**src/rtl/wb_arbiter.sv**
```systemverilog
// Writeback arbiter: merges execute results and queued load responses onto the single register-file write port.
// Latency: exu result -> rd_en_wb 1 cycle; load accept -> rd_en_wb >= 2 cycles (queue has no flow-through).
// Backpressure: loads via lsu_rsp_ready (= queue not full); exu only via exu_stall when a queued load has starved.
//
// Ports:
//   clk, rst_n                 clock (posedge) and asynchronous active-low reset
//   exu_valid/rd_addr/data     execute result, must be held by upstream while exu_stall=1
//   exu_stall                  the current exu result is not taken this cycle
//   lsu_rsp_valid/ready        load response handshake; ready is a pure function of queue state
//   lsu_rd_addr/data           load destination and raw 32-bit word
//   lsu_size/unsigned/byte_off load shape, used only when WB_LOAD_EXT_EN is defined
//   rd_addr_wb/data_wb/en_wb   registered write port to the integer register file
//
// Optional feature macro: WB_LOAD_EXT_EN
//   defined   -> loads are lane-aligned and sign/zero-extended when popped from the queue
//   undefined -> lsu_size/lsu_unsigned/lsu_byte_off are ignored and not stored; lsu_data is written raw

module wb_arbiter #(
    parameter int DW         = 32,
    parameter int LQ_DEPTH   = 2,
    parameter int STARVE_MAX = 4
) (
    input  logic          clk,
    input  logic          rst_n,

    input  logic          exu_valid,
    input  logic [4:0]    exu_rd_addr,
    input  logic [DW-1:0] exu_data,
    output logic          exu_stall,

    input  logic          lsu_rsp_valid,
    output logic          lsu_rsp_ready,
    input  logic [4:0]    lsu_rd_addr,
    input  logic [DW-1:0] lsu_data,
    input  logic [1:0]    lsu_size,
    input  logic          lsu_unsigned,
    input  logic [1:0]    lsu_byte_off,

    output logic [4:0]    rd_addr_wb,
    output logic [DW-1:0] rd_data_wb,
    output logic          rd_en_wb
);

    // ------------------------------------------------------------------
    // Widths and constants
    // ------------------------------------------------------------------
    localparam int PW = (LQ_DEPTH > 1) ? $clog2(LQ_DEPTH) : 1;
    localparam int CW = $clog2(LQ_DEPTH + 1);
    localparam int SW = $clog2(STARVE_MAX + 1);

    localparam logic [CW-1:0] FULL_CNT   = CW'(LQ_DEPTH);
    localparam logic [PW-1:0] PTR_LAST   = PW'(LQ_DEPTH - 1);
    localparam logic [SW-1:0] STARVE_LIM = SW'(STARVE_MAX);

    // ------------------------------------------------------------------
    // Load queue entry. Shape fields only exist when extension is built in.
    // ------------------------------------------------------------------
    typedef struct packed {
        logic [4:0]    rd_addr;
        logic [DW-1:0] data;
`ifdef WB_LOAD_EXT_EN
        logic [1:0]    size;
        logic          uns;
        logic [1:0]    off;
`endif
    } lq_entry_t;

    lq_entry_t       lq_mem [LQ_DEPTH];
    lq_entry_t       push_entry;
    lq_entry_t       head_entry;
    logic [PW-1:0]   wr_ptr;
    logic [PW-1:0]   rd_ptr;
    logic [CW-1:0]   count;
    logic [SW-1:0]   starve_cnt;

    logic            q_empty;
    logic            push;
    logic            pop;

    logic            sel_vld;
    logic [4:0]      sel_addr;
    logic [DW-1:0]   sel_data;
    logic [DW-1:0]   load_result;

    // Pointer advance with explicit wrap so non-power-of-two depths work.
    function automatic logic [PW-1:0] next_ptr(input logic [PW-1:0] p);
        return (p == PTR_LAST) ? '0 : p + 1'b1;
    endfunction

`ifdef WB_LOAD_EXT_EN
    // Align the addressed lane to bit 0 and extend to DW.
    function automatic logic [DW-1:0] align_load(input lq_entry_t e);
        logic [7:0]    b;
        logic [15:0]   h;
        logic [DW-1:0] r;
        case (e.off)
            2'd0:    b = e.data[7:0];
            2'd1:    b = e.data[15:8];
            2'd2:    b = e.data[23:16];
            default: b = e.data[31:24];
        endcase
        // Halfword lane comes from off[1] only; off[0] is a misaligned bit we ignore.
        h = e.off[1] ? e.data[31:16] : e.data[15:0];
        case (e.size)
            2'b00:   r = {{(DW-8){b[7] & ~e.uns}}, b};
            2'b01:   r = {{(DW-16){h[15] & ~e.uns}}, h};
            default: r = e.data;
        endcase
        return r;
    endfunction
`else
    function automatic logic [DW-1:0] align_load(input lq_entry_t e);
        return e.data;
    endfunction

    // Shape inputs are deliberately dropped in this build.
    logic unused_shape;
    assign unused_shape = ^{lsu_size, lsu_unsigned, lsu_byte_off};
`endif

    // ------------------------------------------------------------------
    // Queue status and handshake
    // ------------------------------------------------------------------
    assign q_empty       = (count == '0);
    // Ready depends only on registered count: a same-cycle pop never frees a slot for a push.
    assign lsu_rsp_ready = (count != FULL_CNT);
    assign push          = lsu_rsp_valid && lsu_rsp_ready;

    always_comb begin
        push_entry         = '0;
        push_entry.rd_addr = lsu_rd_addr;
        push_entry.data    = lsu_data;
`ifdef WB_LOAD_EXT_EN
        push_entry.size    = lsu_size;
        push_entry.uns     = lsu_unsigned;
        push_entry.off     = lsu_byte_off;
`endif
    end

    assign head_entry  = lq_mem[rd_ptr];
    assign load_result = align_load(head_entry);

    // ------------------------------------------------------------------
    // Arbitration: starving load > exu > queued load
    // ------------------------------------------------------------------
    assign exu_stall = (starve_cnt == STARVE_LIM) && !q_empty;

    always_comb begin
        sel_vld  = 1'b0;
        sel_addr = '0;
        sel_data = '0;
        pop      = 1'b0;
        if (exu_stall) begin
            pop      = 1'b1;
            sel_vld  = 1'b1;
            sel_addr = head_entry.rd_addr;
            sel_data = load_result;
        end else if (exu_valid) begin
            sel_vld  = 1'b1;
            sel_addr = exu_rd_addr;
            sel_data = exu_data;
        end else if (!q_empty) begin
            pop      = 1'b1;
            sel_vld  = 1'b1;
            sel_addr = head_entry.rd_addr;
            sel_data = load_result;
        end
    end

    // ------------------------------------------------------------------
    // Queue storage: no reset needed, pointers/count define validity.
    // ------------------------------------------------------------------
    always_ff @(posedge clk) begin
        if (push) begin
            lq_mem[wr_ptr] <= push_entry;
        end
    end

    always_ff @(posedge clk or negedge rst_n) begin
        if (!rst_n) begin
            wr_ptr <= '0;
            rd_ptr <= '0;
            count  <= '0;
        end else begin
            if (push) begin
                wr_ptr <= next_ptr(wr_ptr);
            end
            if (pop) begin
                rd_ptr <= next_ptr(rd_ptr);
            end
            case ({push, pop})
                2'b10:   count <= count + 1'b1;
                2'b01:   count <= count - 1'b1;
                default: count <= count;
            endcase
        end
    end

    // ------------------------------------------------------------------
    // Starvation counter: counts cycles the head load loses to exu.
    // ------------------------------------------------------------------
    always_ff @(posedge clk or negedge rst_n) begin
        if (!rst_n) begin
            starve_cnt <= '0;
        end else if (pop || q_empty) begin
            starve_cnt <= '0;
        end else if (exu_valid && (starve_cnt != STARVE_LIM)) begin
            starve_cnt <= starve_cnt + 1'b1;
        end
    end

    // ------------------------------------------------------------------
    // Output register. x0 selections are consumed but never write.
    // Address/data hold their last value while idle.
    // ------------------------------------------------------------------
    always_ff @(posedge clk or negedge rst_n) begin
        if (!rst_n) begin
            rd_en_wb   <= 1'b0;
            rd_addr_wb <= '0;
            rd_data_wb <= '0;
        end else if (sel_vld) begin
            rd_en_wb   <= (sel_addr != 5'd0);
            rd_addr_wb <= sel_addr;
            rd_data_wb <= sel_data;
        end else begin
            rd_en_wb   <= 1'b0;
        end
    end

endmodule

```
**config.mk**
```make
export PLATFORM = sky130hd
export DESIGN_NAME = wb_arbiter
export DESIGN_NICKNAME = d
export VERILOG_FILES = /design/src/rtl/wb_arbiter.sv
export SDC_FILE = /design/constraint.sdc
export NUM_CORES = 1
export LEC_CHECK = 0
export CORE_UTILIZATION = 59
export CTS_CLUSTER_DIAMETER = 30
export DETAILED_ROUTE_END_ITERATION = 10
export DONT_BUFFER_PORTS = 1
export GPL_TIMING_DRIVEN = 1
export HOLD_SLACK_MARGIN = 0.12
export PLACE_DENSITY = 0.75
export SLEW_MARGIN = 10
export SYNTH_ARGS = -nofsm -noshare
export SYNTH_HDL_FRONTEND = slang
export SYNTH_SLANG_ARGS = --single-unit
```
**constraint.sdc**
```tcl
create_clock -name clk -period 5.32 [get_ports clk]
set_input_delay 1.064 -clock clk [delete_from_list [all_inputs] [get_ports clk]]
set_output_delay 1.064 -clock clk [all_outputs]
set_load 0.01 [all_outputs]
```
==> results.toml <==
[setup_path]
r2r_end = "count[1]"
startpoint = "starve_cnt[0]"
critPathKind = "register to register"
r2r_slack_ns = 2.78
cp.arrival_ns = 2.96
r2r_start = "starve_cnt[0]"
critPathMaxFanout = 27
cp.required_ns = 5.74
r2r_cells = 9
cp-end-kind = "register"
critPathLaunchType = "register"

[power]
pwr-share-seq_pct = 47.7
power_density_nw_per_um2 = 601
clkPwrFrac_pct = 35.5
p_leak_uw = 0.00201
ir_drop_mv = 0.289
comb_power_share_pct = 16.8
netSwitchingFraction_pct = 29.8
netSwitchingPower_uw = 937
p_int_uw = 2200

[die]
ios = 123
die_height_um = 90.3
dieArea_um2 = 8160
num_rows = 31
start_util_pct = 62.2
die_w_um = 90.3
fp.coreArea_um2 = 7410

[synth]
synth_compound_area_share_pct = 10.8
async_flop_share_pct = 37.8
ys_warn_count = 0
synthFlopType = "edfxtp_1"
syn-cell-area_um2 = 4600
synth_top_family_by_area = "compound AO/OA/AOI/OAI gates"
synthXorXnorAreaFrac_pct = 1.11
synth_fa_ha_area_share_pct = 0.815
syn_inst = 289
ys_seq_area_share_pct = 72.7
synth_nets = 375
synth.avg_cell_area_um2 = 15.9
synth_mux_area_share_pct = 8.26
synth_cell_types = 30
synth_edf_count = 74
yosys.area_share.simple_pct = 3.18
synth-seq-cells = 119

[global_route]
grt_use_total_pct = 22.1
grt_max_degree = 46
grt.overflow.total = 0
antenna_found_initial = 0
grt_first_pass_wirelength_mm = 13.1
grt_pass1_vias = 2584

[cts]
cts_resized = 0
root_buffer = "clkbuf_8"
cts_tree = "done"
clock_sinks = 119
cts_hold_buf = 0
clkLatencyLatePin_ns = 0.50
clkTransAtPathRegs_ns = 0.06
cts_setup_buffers = 0
cts_made_buffers = 17
htree_levels = 4
clock_path_buffers = 2

[timing]
slew_headroom_pct = 26.1
hold_viol = 0
finalClockSkew_ns = 0.0144
tightest_slew_ns = 1.11
rsz0062_at_grt = "false"
tns_ns = 0
setup_viol = 0
post-route-period-util_pct = 47.8
fmax_mhz = 393
min_period_ns = 2.54
holdWs_ns = 0.257
maxSlewViolCount = 0

[cells_and_area]
layout.nets = 381
fillerInstances = 484
final_cells = 407
antennaDiodeCount = 0
layout-area-overhead-vs-synth_pct = 13.5
final_layout_size_suffix_gt1_share_pct = 13.3

[routing]
drtAntennaViolNets = 0
dr.pass1.iters = 4
first_iter_violations = 165
drcViolationCount = 0
routed_wl_mm = 8.47
wl_per_cell_um = 20.8
vias_per_cell = 6.04
vias = 2460

[place]
dp_hpwl_mm = 5.21
port_buffers = 0
place_inst = 375
place.gp.congestion = 0.752

[min_path]
hold_path_class = "input port to async pin"

[run_status]
outcome = "finished clean"

[run]
drv_cap = 0
## sequential cells by signal, indices dropped and copies added (netlist names)
register and flops:
rd_data_wb 32, count 2, wr_ptr 1, rd_en_wb 1, rd_ptr 1, lq_mem 74
rd_addr_wb 5, starve_cnt 3
## layout make-up
class                   count  area, µm²  share of cell area [%]
clock inverters            15        179                    3.42
clock buffers              17        414                    7.93
multi-input cells         150       1120                    21.5
repair buffers              3       22.5                   0.431
flip-flops and latches    119       3350                    64.1
well taps                  99        124                    2.37
inverters                   4       15.0                   0.287
## layout by cell type (no fill, tap or decap), types with 2 or more instances in the layout
master,synthesis,final
a22o_1,5,5
a22oi_1,32,32
buf_4,1,3
bufinv_16,0,3
clkbuf_16,0,16
clkinv_1,0,2
clkinv_4,0,4
clkinvlp_4,0,5
dfrtp_1,45,44
edfxtp_1,74,74
ha_1,3,3
inv_1,4,4
mux2i_1,38,38
nand2_1,13,13
nor2_1,5,4
nor2_4,1,2
o21ai_0,9,9
o21ai_1,28,28
xnor2_1,3,3
## Yosys cell counts (3+ instances only)
cell      count  area share (%)
a22o_1        5            0.95
ha_1          3            0.82
a22oi_1      32             5.2
o21ai_1      28             3.0
o21ai_0       9            0.98
buf_6         6             1.5
nor2_1        5            0.41
xnor2_1       3            0.57
mux2i_1      38             8.3
buf_2         8            0.87
nand2_1      13             1.1
dfrtp_1      45              24
inv_1         4            0.33
edfxtp_1     74              48
## power by group through the flow
stage	clock (µW)	sequential, µW	combinational, µW
floorplan	0	1430	489
global placement	0	1500	518
detailed placement	0	1510	537
CTS	1130	1500	539
global route	1170	1520	583
finish	1120	1500	527
## critical path, stage by stage, from the launching register on
cell	delay, ns
dfrtp_1	0.37
inv_1	0.05
ha_1	0.22
a21boi_0	0.27
or2_1	0.42
buf_4	0.41
inv_1	0.08
ha_1	0.31
nor2_1	0.14
xor2_1	0.16
## per-layer routing
layer / share of wire (%) / up-vias / GRT usage, % / wire (µm)
met5: 0 / - / 0 / 0
met4: 1.3 / 0 / 9.95 / 106
met3: 6.8 / 15 / 7.15 / 580
met2: 52 / 107 / 36.7 / 4410
met1: 40 / 1221 / 26.3 / 3370
li1: - / 1117 / - / -
## metrics by stage
step / util, % / setup WS, ns / instance area, µm² / power [µW]
after floorplan: - / 2.17 / 4600 / 1920
after global placement: 62.5 / 2.50 / 4630 / 2020
after detailed placement: 62.5 / 2.43 / 4630 / 2050
after CTS: 70.5 / 2.75 / 5230 / 3170
after global routing: 70.5 / 2.62 / 5230 / 3280
final: 70.5 / 2.78 / 5230 / 3140
## kinds of logic (layout without fill, tap and decap cells)
kind of cell | after synthesis | count (layout)
buffers and inverters | 20 | 39
xor gates and xnor gates | 5 | 5
and+or+nand+nor | 27 | 27
DFF | 119 | 119
muxes | 38 | 38
adders and majority gates | 3 | 3
AOI/OAI and AO/OA | 77 | 77
## how the worst max path moves through the flow
| stage | cells past startpoint | end | slack, ns |
|---|---|---|---|
| detailed placement | 7 | count[1] | 2.43 |
| global placement | 7 | count[1] | 2.50 |
| CTS | 3 | exu_stall | 2.75 |
| floorplan | 2 | lq_mem[0][0] | 2.17 |
| global route | 9 | count[1] | 2.62 |
| finish | 9 | count[1] | 2.78 |
(Power assumes the default switching activity.)
